===== src/rtl/uart_tx_serializer.sv =====
// UART 8N1 transmitter: byte in on valid/ready, start + 8 data bits LSB first + stop out on o_serial_tx.
// Latency: line drops the cycle after the accept edge; the frame lasts 10*CPB cycles (11*CPB with parity).
// Backpressure: ready is high only in IDLE; valid while not ready is ignored. Optional even parity: UART_TX_PARITY_EN.
module uart_tx_serializer #(
   parameter int CLOCK_FREQ = 125_000_000,
   parameter int BAUD_RATE  = 115_200
) (
   input  logic       i_clk,
   input  logic       i_rst_n,
   input  logic [7:0] i_data_in,
   input  logic       i_data_in_valid,
   output logic       o_data_in_ready,
   output logic       o_serial_tx,
   output logic       o_busy
);

   localparam int CPB   = CLOCK_FREQ / BAUD_RATE;
   localparam int CNT_W = (CPB > 1) ? $clog2(CPB) : 1;
   localparam logic [CNT_W-1:0] CNT_LAST = CNT_W'(CPB - 1);

   // Bit timing needs at least two clocks per bit
   generate
      if (CPB < 2) begin : g_cpb_check
         $error("uart_tx_serializer: CLOCK_FREQ/BAUD_RATE must be >= 2");
      end
   endgenerate

   typedef enum logic [2:0] {
      IDLE,
      START,
      DATA,
`ifdef UART_TX_PARITY_EN
      PARITY,
`endif
      STOP
   } state_t;

   state_t           state;
   logic [CNT_W-1:0] cycle_cnt;
   logic [2:0]       bit_idx;
   logic [7:0]       shreg;
   logic             tx;
`ifdef UART_TX_PARITY_EN
   logic             parity_bit;
`endif

   // Frame sequencer: every line value is registered and held CPB cycles
   always_ff @(posedge i_clk) begin
      if (!i_rst_n) begin
         state     <= IDLE;
         tx        <= 1'b1;
         cycle_cnt <= '0;
         bit_idx   <= 3'd0;
         shreg     <= 8'd0;
`ifdef UART_TX_PARITY_EN
         parity_bit <= 1'b0;
`endif
      end else begin
         case (state)
            IDLE: begin
               if (i_data_in_valid) begin
                  shreg     <= i_data_in;
                  state     <= START;
                  tx        <= 1'b0;
                  cycle_cnt <= '0;
                  bit_idx   <= 3'd0;
`ifdef UART_TX_PARITY_EN
                  parity_bit <= ^i_data_in;
`endif
               end
            end
            START: begin
               if (cycle_cnt == CNT_LAST) begin
                  // Present bit 0 and pre-shift so shreg[0] is always the next bit
                  state     <= DATA;
                  tx        <= shreg[0];
                  shreg     <= {1'b0, shreg[7:1]};
                  cycle_cnt <= '0;
                  bit_idx   <= 3'd0;
               end else begin
                  cycle_cnt <= cycle_cnt + 1'b1;
               end
            end
            DATA: begin
               if (cycle_cnt == CNT_LAST) begin
                  cycle_cnt <= '0;
                  if (bit_idx == 3'd7) begin
`ifdef UART_TX_PARITY_EN
                     state <= PARITY;
                     tx    <= parity_bit;
`else
                     state <= STOP;
                     tx    <= 1'b1;
`endif
                  end else begin
                     bit_idx <= bit_idx + 3'd1;
                     tx      <= shreg[0];
                     shreg   <= {1'b0, shreg[7:1]};
                  end
               end else begin
                  cycle_cnt <= cycle_cnt + 1'b1;
               end
            end
`ifdef UART_TX_PARITY_EN
            PARITY: begin
               if (cycle_cnt == CNT_LAST) begin
                  state     <= STOP;
                  tx        <= 1'b1;
                  cycle_cnt <= '0;
               end else begin
                  cycle_cnt <= cycle_cnt + 1'b1;
               end
            end
`endif
            STOP: begin
               if (cycle_cnt == CNT_LAST) begin
                  state     <= IDLE;
                  cycle_cnt <= '0;
               end else begin
                  cycle_cnt <= cycle_cnt + 1'b1;
               end
            end
            default: begin
               state     <= IDLE;
               tx        <= 1'b1;
               cycle_cnt <= '0;
            end
         endcase
      end
   end

   assign o_data_in_ready = (state == IDLE);
   assign o_busy          = (state != IDLE);
   assign o_serial_tx     = tx;

endmodule


===== config.mk =====
export PLATFORM = sky130hd
export DESIGN_NAME = uart_tx_serializer
export DESIGN_NICKNAME = d
export VERILOG_FILES = /design/src/rtl/uart_tx_serializer.sv
export SDC_FILE = /design/constraint.sdc
export NUM_CORES = 1
export LEC_CHECK = 0
export ABC_AREA = 1
export CAP_MARGIN = 20
export CELL_PAD_IN_SITES_DETAIL_PLACEMENT = 2
export CELL_PAD_IN_SITES_GLOBAL_PLACEMENT = 2
export CORE_MARGIN = 8
export CORE_UTILIZATION = 30
export CTS_CLUSTER_DIAMETER = 100
export DETAILED_ROUTE_END_ITERATION = 8
export DONT_BUFFER_PORTS = 1
export PLACE_DENSITY = 0.81
export SYNTH_ARGS = -nofsm -noshare
export SYNTH_HDL_FRONTEND = slang
export SYNTH_SLANG_ARGS = --single-unit
export TNS_END_PERCENT = 20

===== constraint.sdc =====
create_clock -name i_clk -period 1.6 [get_ports i_clk]
set_input_delay 0.4 -clock i_clk [delete_from_list [all_inputs] [get_ports i_clk]]
set_output_delay 0.4 -clock i_clk [all_outputs]
set_load 0.01 [all_outputs]

==> flow_metrics.env, run 1 <==
export IMPL_overflow=0
export IMPL_synthCells=235
export IMPL_first_iter_violations=40
export IMPL_post_route_util_pct=39.5
export IMPL_final_nets=281
export IMPL_yosys_area_share_simple_pct=39.0
export IMPL_yosysMostFrequentCell="nand2_1"
export IMPL_antenna_left=0
export IMPL_critPathSlowestCell="dfxtp_4"
export IMPL_drt_first_pass_iters=4
export IMPL_diodes=0
export IMPL_die_h_um=88.1
export IMPL_violations="setup timing"
export IMPL_cts_root_buf="clkbuf_8"
export IMPL_synth_area_per_cell_um2=6.63
export IMPL_worst_ep_arrival_time_ns=1.85
export IMPL_end_kind="register"
export IMPL_ioPinCount=14
export IMPL_yosysTopAreaCell="dfxtp_1"
export IMPL_status="complete, but fails checks"
export IMPL_slowest_delay_ns=0.40
export IMPL_start_kind="register"
export IMPL_cts_buffers=3
export IMPL_maxCapViolCount=0
export IMPL_grt_busiest_layer="met2"
export IMPL_worst_slew_pin_slew_ns=0.376
export IMPL_leakage_nw=0.877
export IMPL_grt_max_degree=18
export IMPL_detail_route_wl_per_cell_um=19.2
export IMPL_cts_sinks=25
export IMPL_portBuffers=0
export IMPL_vias=1638
export IMPL_grt_first_pass_wirelength_mm=8.77
export IMPL_slew_headroom_pct=74.8
export IMPL_wirelength_mm=6.32
export IMPL_synth_compound_area_share_pct=10.7
export IMPL_synth_top_family_by_area="simple AND/OR/NAND/NOR gates"
export IMPL_fin_skew_ns=0.00686
export IMPL_synthAdderAreaFrac_pct=7.22
export IMPL_yosys_warnings=0
export IMPL_syn_cell_area_um2=1560
export IMPL_p_per_area_nw_per_um2=1770
export IMPL_postSynth_asyncResetShare_pct=0
export IMPL_period_share_pct=101
export IMPL_gp_congestion=0.774
export IMPL_period_minus_slack_ns=1.62
export IMPL_grt_met2_usage_pct=26.4
export IMPL_cts_buffer_depth=2
export IMPL_critPathKind="reg -> reg"
export IMPL_cpMostUsedCell="nor2_1"
export IMPL_drive_gt1_share_pct=24.2
export IMPL_ys_seq_area_share_pct=32.1
export IMPL_ys_ff_latch=25
export IMPL_grtUsageMet3_pct=2.25
export IMPL_crit_chain="inv_1 > ha_1 > clkinvlp_4 > buf_4 > o21ai_0 > nor2_1 > nor2_1"
export IMPL_h_tree_depth=1
export IMPL_hold_violations=0
export IMPL_fillers=631
export IMPL_timing_final_ws_setup_ns=-0.0238
export IMPL_slew_violations=0
export IMPL_rsz0062_at_grt="yes"
export IMPL_synth_xor_area_share_pct=1.12
export IMPL_synth_cell_type_count=26
export IMPL_use_met1_pct=16.7
export IMPL_grt_use_total_pct=14.5
export IMPL_routed_via_density=4.96
export IMPL_clkTransAtPathRegs_ns=0.11
export IMPL_tns_ns=-0.0506
export IMPL_peakVddDrop_v=0.000581
export IMPL_clkLatencyLatePin_ns=0.28
export IMPL_synth_main_ff_cell="dfxtp_1"
export IMPL_antenna_found_initial=0
export IMPL_synth_area_leaders="dfxtp_1 (32%), nand2_1 (16%), nor2_1 (8.4%), ha_1 (7.2%), inv_1 (6.5%)"
export IMPL_cp_max_fo=7
export IMPL_yosysTopAreaCellShare_pct=32.1
export IMPL_hold_path_class="in -> reg"
export IMPL_drc=0
export IMPL_syn2layout_area_growth_pct=28.7
export IMPL_num_rows=26
export IMPL_die_area_um2=7760
export IMPL_synth_mux_area_share_pct=0
export IMPL_fmax_mhz=616
export IMPL_grt_pass1_vias=1771
export IMPL_initial_core_util_pct=30.7
export IMPL_die_x_um=88.1
export IMPL_cp_data_required_time_ns=1.83
export IMPL_synthTopCellsByCount="nand2_1 (68), nor2_1 (35), inv_1 (27), dfxtp_1 (25), o21ai_0 (13)"
export IMPL_core_region_area_um2=5070
export IMPL_synth_edf_count=0
export IMPL_syn_nets=255
export IMPL_dpl_hpwl_mm=3.61
export IMPL_r2r_slack_ns=-0.02
export IMPL_cts_tree="yes"
export IMPL_setup_viol=3
final cells by class:
| type | count | area, um2 | share of cell area [%] |
|---|---|---|---|
| multi-input combinational | 174 | 965 | 48.1 |
| sequential | 25 | 512 | 25.5 |
| timing repair buffer | 27 | 275 | 13.7 |
| inverter | 30 | 119 | 5.92 |
| tap | 70 | 87.6 | 4.36 |
| clock buffer | 3 | 41.3 | 2.06 |
| clock inverter | 1 | 7.51 | 0.374 |
where the power goes:
group          switching [mW]  leakage (nW)  total (mW)  internal [mW]
Sequential             0.0938         0.207       0.876          0.782
Combinational            1.26         0.648        2.25          0.992
Clock                   0.244        0.0217       0.421          0.177
cells by family after synthesis:
group	Yosys count
XOR/XNOR	2
adder cells (fa/ha/maj)	9
buffers and inverters	36
AO/OA/AOI/OAI	29
flip-flops	25
AND/OR/NAND/NOR	134
metal layers:
layer | share of wire [%] | vias up
li1 | - | 790
met1 | 43 | 811
met2 | 53 | 27
met3 | 1.6 | 10
met4 | 1.6 | 0
met5 | 0 | -
through the flow:
step	cells	setup WS [ns]	power, mW	hold WS [ns]	cell area, um2
final	330	-0.0238	3.55	0.208	2010
after global routing	330	-0.131	3.80	0.219	2010
after CTS	323	0.0264	3.05	0.198	1860
after detailed placement	316	-0.0487	2.38	0.497	1750
after global placement	316	0.0382	2.30	0.485	1750
after floorplan	235	0.0328	1.86	0.469	1560
registers in the layout (all words and copies together), names as in the netlist:
| name | cells |
|---|---|
| cycle_cnt | 11 |
| shreg | 8 |
| bit_idx | 3 |
| state | 2 |
| o_serial_tx | 1 |
placed cells by master (no fill, tap or decap), drive strengths merged, types with 2 or more instances in the layout:
cell type,count
nor3,2
nand3,11
nor2,38
o21ai,13
clkinvlp,2
nand2,74
ha,9
xor2,2
buf,25
inv,28
o21bai,3
a21oi,12
dfxtp,25
clkbuf,5
nand4,9
worst max-delay path: cells and delay by family, from the launching register on:
family          cells  cell delay [ns]
buf+inv             3             0.39
fa+ha+maj           1             0.32
compound gates      1             0.24
simple gates        2             0.22
flops               1             0.40
final timing paths:
| check | start | endpoint | depth (start not counted) |
|---|---|---|---|
| setup / recovery | state[1]$_SDFFE_PN0P_ | shreg[1]$_SDFFE_PN0P_ | 7 |
| hold / removal | i_rst_n | o_serial_tx$_SDFFE_PN1P_ | 1 |
| setup reg to reg | state[1]$_SDFFE_PN0P_ | shreg[1]$_SDFFE_PN0P_ | 7 |
| hold reg to reg | cycle_cnt[6]$_SDFFE_PN0P_ | cycle_cnt[6]$_SDFFE_PN0P_ | 2 |
timing repair:
action	4_1_cts	5_1_grt
gates cloned	0	2
hold buffers	0	0
resized for setup	6	21
buffers inserted	3	5
setup endpoints to repair	13	21
pin swaps	0	6
No activity file was read; power rests on OpenSTA's default activity.
==> run 2, diff against run 1 <==
Settings changed: CAP_MARGIN 20 to not set.
==> results of run 2 <==
Same layout as run 1: the final DEF is identical, and so are final timing and power.
==> run 3, diff against run 2 <==
Settings changed: CORE_UTILIZATION 30 to 31, PLACE_DENSITY 0.81 to 0.83.
==> run 3 against run 2 <==
The flow still finishes with violations (setup timing). Highest routed layer unchanged. Die area is 2.6% lower. Core utilization is 2.1 points lower. First-iteration DRC count is 55% higher. Critical path depth is 1 higher. Largest power group unchanged. Sequential power is 0.7% lower. Hold slack worse by 0.0071 ns.
==> flow_metrics.env, run 3 (synthesis gave the netlist of run 1 again) <==
export IMPL_cpMostUsedCell="nand2_1"
export IMPL_cts_root_buf="clkbuf_8"
export IMPL_drive_gt1_share_pct=21.3
export IMPL_detail_route_wl_per_cell_um=17.5
export IMPL_hold_path_class="in -> reg"
export IMPL_ff_latch_area_um2=507
export IMPL_gp_congestion=0.745
export IMPL_fmax_mhz=608
export IMPL_routed_via_density=4.95
export IMPL_r2r_slack_ns=-0.05
export IMPL_hold_end="o_serial_tx$_SDFFE_PN1P_"
export IMPL_wirelength_mm=5.68
export IMPL_cts_buffers=3
export IMPL_cts_sinks=25
export IMPL_crit_chain="inv_1 > ha_2 > buf_6 > a21oi_4 > nand3_2 > nand2_1 > nand2_1 > nor2_1"
export IMPL_peakVddDrop_v=0.000470
export IMPL_final_cell_area_um2=1860
export IMPL_dpl_cell_area_um2=1730
export IMPL_post_route_util_pct=37.5
export IMPL_largest_register="cycle_cnt"
export IMPL_cts_tree="yes"
export IMPL_antenna_left=0
export IMPL_start_kind="register"
export IMPL_total_power_mw=3.05
export IMPL_leakage_nw=0.808
export IMPL_critPathSlowestCell="dfxtp_2"
export IMPL_mostFrequentLayoutCells="nand2_1 (67), nor2_1 (32), inv_1 (25), dfxtp_1 (20), buf_4 (16)"
export IMPL_num_rows=26
export IMPL_r2r_end="bit_idx[2]$_SDFFE_PN0P_"
export IMPL_final_common_cell="nand2_1"
export IMPL_multi_input_area_um2=955
export IMPL_clkLatencyLatePin_ns=0.29
export IMPL_initial_core_util_pct=31.3
export IMPL_violations="setup timing"
export IMPL_core_region_area_um2=4980
export IMPL_dpl_hpwl_mm=3.46
export IMPL_die_area_um2=7550
export IMPL_grt_pass1_vias=1592
export IMPL_slew_violations=0
export IMPL_hold_depth=1
export IMPL_grt_use_total_pct=12.7
export IMPL_syn2layout_area_growth_pct=19.6
export IMPL_status="complete, but fails checks"
export IMPL_worst_ep_arrival_time_ns=1.86
export IMPL_slowest_delay_ns=0.36
export IMPL_clkTransAtPathRegs_ns=0.11
export IMPL_hold_violations=0
export IMPL_cp_max_fo=6
export IMPL_fin_skew_ns=0.00775
export IMPL_rsz0062_at_grt="yes"
export IMPL_grt_first_pass_wirelength_mm=7.65
export IMPL_diodes=0
export IMPL_slew_headroom_pct=77.9
export IMPL_timing_final_ws_setup_ns=-0.0458
export IMPL_setup_viol=1
export IMPL_antenna_found_initial=0
export IMPL_top_regs="cycle_cnt (11), shreg (8), bit_idx (3)"
export IMPL_overflow=0
export IMPL_first_iter_violations=62
export IMPL_drc=0
export IMPL_worst_slew_pin_slew_ns=0.330
export IMPL_p_per_area_nw_per_um2=1640
export IMPL_maxCapViolCount=0
export IMPL_portBuffers=0
export IMPL_cts_buffer_depth=2
export IMPL_end_kind="register"
export IMPL_fillers=600
export IMPL_largest_reg_flops=11
export IMPL_drt_first_pass_iters=4
export IMPL_vias=1603
export IMPL_die_h_um=86.9
export IMPL_grt_max_degree=19
export IMPL_reg2reg_from="state[0]$_SDFFE_PN0P_"
export IMPL_ioPinCount=14
export IMPL_die_x_um=86.9
export IMPL_period_share_pct=103
export IMPL_h_tree_depth=1
export IMPL_reg2reg_depth=8
export IMPL_period_minus_slack_ns=1.65
export IMPL_critPathKind="reg -> reg"
export IMPL_pre_cts_ws_ns=0.0108
export IMPL_cp_data_required_time_ns=1.82
export IMPL_final_nets=275
export IMPL_tns_ns=-0.0458
export IMPL_worstHoldStart="i_rst_n"
[run 3: cell count changes in the layout (fill, tap and decap cells not counted), sizes merged]
cell	previous run	this run
clkbuf	5	3
nand3	11	13
buf	25	18
clkinvlp	2	3
[run 3: area by class of cell]
type,instances,share of cell area [%]
Timing Repair inverter,1,0.403
Clock buffer,3,2.21
Clock inverter,1,0.403
Multi-Input combinational cell,176,51.2
Timing Repair Buffer,18,7.65
Tap cell,70,4.70
Inverter,30,6.24
Sequential cell,25,27.2
[run 3: metal layers]
layer / vias up / track usage (%) / wire, um / part of all wire [%]
li1: 780 / - / - / -
met1: 789 / 15.3 / 2560 / 45
met2: 26 / 21.7 / 2800 / 49
met3: 8 / 2.74 / 242 / 4.3
met4: 0 / 4.23 / 84 / 1.5
met5: - / 0 / 0 / 0
[run 3: worst max-delay path: cells and delay by family, from the launching register on]
family / cells / cell delay [ns]
and+or+nand+nor: 4 / 0.52
DFF: 1 / 0.36
AOI/OAI and AO/OA: 1 / 0.30
buffers and inverters: 2 / 0.20
adders and majority gates: 1 / 0.19
[run 3: what timing repair did]
item | CTS | global route
pin swaps | 0 | 5
setup buffers | 0 | 2
endpoints found under the setup margin | 2 | 15
gates cloned | 0 | 3
resized for setup | 1 | 20
hold buffers | 0 | 0
[run 3: through the flow]
step / hold WS, ns / cells
floorplan: 0.469 / 235
global placement: 0.485 / 315
detailed placement: 0.496 / 315
CTS: 0.186 / 319
global route: 0.188 / 324
finish: 0.201 / 324
[run 3: worst max path at each step]
stage                              startpoint  slack [ns]                   endpoint  depth (start not counted)
floorplan               state[0]$_SDFFE_PN0P_        0.03      shreg[0]$_SDFFE_PN0P_                          9
global placement        state[0]$_SDFFE_PN0P_        0.08      shreg[6]$_SDFFE_PN0P_                          7
detailed placement  cycle_cnt[1]$_SDFFE_PN0P_        0.01  cycle_cnt[8]$_SDFFE_PN0P_                          7
CTS                     state[0]$_SDFFE_PN0P_      -0.002      shreg[6]$_SDFFE_PN0P_                          8
global route        cycle_cnt[0]$_SDFFE_PN0P_       -0.17    bit_idx[2]$_SDFFE_PN0P_                         10
finish                  state[0]$_SDFFE_PN0P_       -0.05    bit_idx[2]$_SDFFE_PN0P_                          8
[run 3: power breakdown]
part	internal [mW]	switching, mW
Clock	0.178	0.245
Combinational	0.639	1.12
Sequential	0.778	0.0916
==> variant (config.mk and constraints of run 3) <==
Reset style: asynchronous (`i_rst_n`), changed in one clocked block.
--- a/src/rtl/uart_tx_serializer.sv
+++ b/src/rtl/uart_tx_serializer.sv
@@ -45,7 +45,7 @@
 `endif
 
    // Frame sequencer: every line value is registered and held CPB cycles
-   always_ff @(posedge i_clk) begin
+   always_ff @(posedge i_clk or negedge i_rst_n) begin
       if (!i_rst_n) begin
          state     <= IDLE;
          tx        <= 1'b1;
Formal check against the unedited RTL: differs if i_rst_n is asserted again (counterexample within 4 cycles, from zero or initial values and one cycle with i_rst_n low); with i_rst_n held inactive, the same outputs for 10 cycles.
==> variant against run 3 <==
  * The flow still finishes with violations (negative setup slack)
  * Routed wire length down 7.9%
  * Total power grew 19%
  * Worst setup slack got worse by 17 ps
  * Area after synthesis fell by 2.9%
  * Final area increased by 4.8%
  * Via count shrank 12%
  * Hold slack improved by 130 ps
  * Sequential cell count did not move
  * Critical path type unchanged
==> variant: results (changes against run 3) <==
[grt]
grt_pass1_vias = 1538  ; was 1592
grt_util_met1_pct = 15.7  ; was 15.3%
grt_usage_pct = 13.3  ; was 12.7%
grt_first_pass_wirelength_mm = 7.69  ; was 7.65 mm
grt_util_met3_pct = 2.29  ; was 2.74%
grt_max_degree = 26  ; was 19

[worst_setup_path]
endpoint = o_serial_tx$_DFFE_PN1P_  ; was bit_idx[2]$_SDFFE_PN0P_
critPathSlowestCell = dfrtp_1  ; was dfxtp_2
critPathMaxStageDelay_ps = 410  ; was 360 ps
timing.rr.start = state[1]$_DFFE_PN0P_  ; was state[0]$_SDFFE_PN0P_
worst-path-max-fanout = 4  ; was 6
r2r_cells = 7  ; was 8

[synthesis]
synth_compound_area_share_pct = 6.61  ; was 10.7%
synthXorXnorAreaFrac_pct = 1.16  ; was 1.12%
yosys.area_share.adder_pct = 7.44  ; was 7.22%
synthTopCellsByCount = nand2_1, dfrtp_1, nand3_1  ; was nand2_1, nor2_1, inv_1
post_synth.cell_area_avg_um2 = 8.05  ; was 6.63 um^2

[place]
finalWeightedCongestion = 0.750  ; was 0.745
dp_hpwl_mm = 3.38  ; was 3.46 mm
pre_cts_ws_ps = -41.5  ; was 10.8 ps

[min_path]
hold_depth = 4  ; was 1

[clocking]
clock_latency_ps = 270  ; was 290 ps
post_cts_buffers = 2  ; was 0
cts.reportedPaths.clkPinSlew_ps = 90  ; was 110 ps

[pwr]
seqPwrFrac_pct = 26.8  ; was 28.5%
comb_power_mw = 2.27  ; was 1.76 mW
power.switching_mw = 1.61  ; was 1.46 mW
power.leakage_nw = 0.952  ; was 0.808 nW

[sta]
setup_viol = 11  ; was 1
setup_slack_ps = -62.7  ; was -45.8 ps
worst_slew_pin_slew_ps = 356  ; was 330 ps

[cells_and_area]
seq_area_um2 = 627  ; was 507 um^2
finalNonFillerCells = 289  ; was 324

[drt]
met2WireLength_mm = 2.55  ; was 2.80 mm
drtIter0Drc = 30  ; was 62

[outcome]
violations = negative setup slack  ; unchanged
status = complete, but fails checks  ; unchanged

-- variant: cell types whose count changed in the layout (fill, tap and decap cells not counted), sizes merged, moves of 2 or more --
| cell | delta |
|---|---|
| clkinvlp | -3 |
| nand2 | -9 |
| dfxtp | -25 |
| buf | +14 |
| nand4 | -5 |
| mux2 | +7 |
| nor2 | -25 |
| inv | -9 |
| dfrtp | +24 |
| nand3b | +2 |
| o21ai | -2 |
| a21oi | -11 |
| nand3 | +9 |
-- variant: layout make-up --
cell class,count,area share (%)
Clock buffer,4,2.30
Inverter,19,3.65
Multi-Input combinational cell,141,43.7
Sequential cell,25,32.1
Tap cell,67,4.29
Timing Repair Buffer,33,14.0
-- variant: critical path, delay by kind of cell (launching register included) --
kind            cells  cell delay (ps)
flops               1              410
compound gates      1              290
buf+inv             2              310
fa+ha+maj           1              220
simple gates        3              370
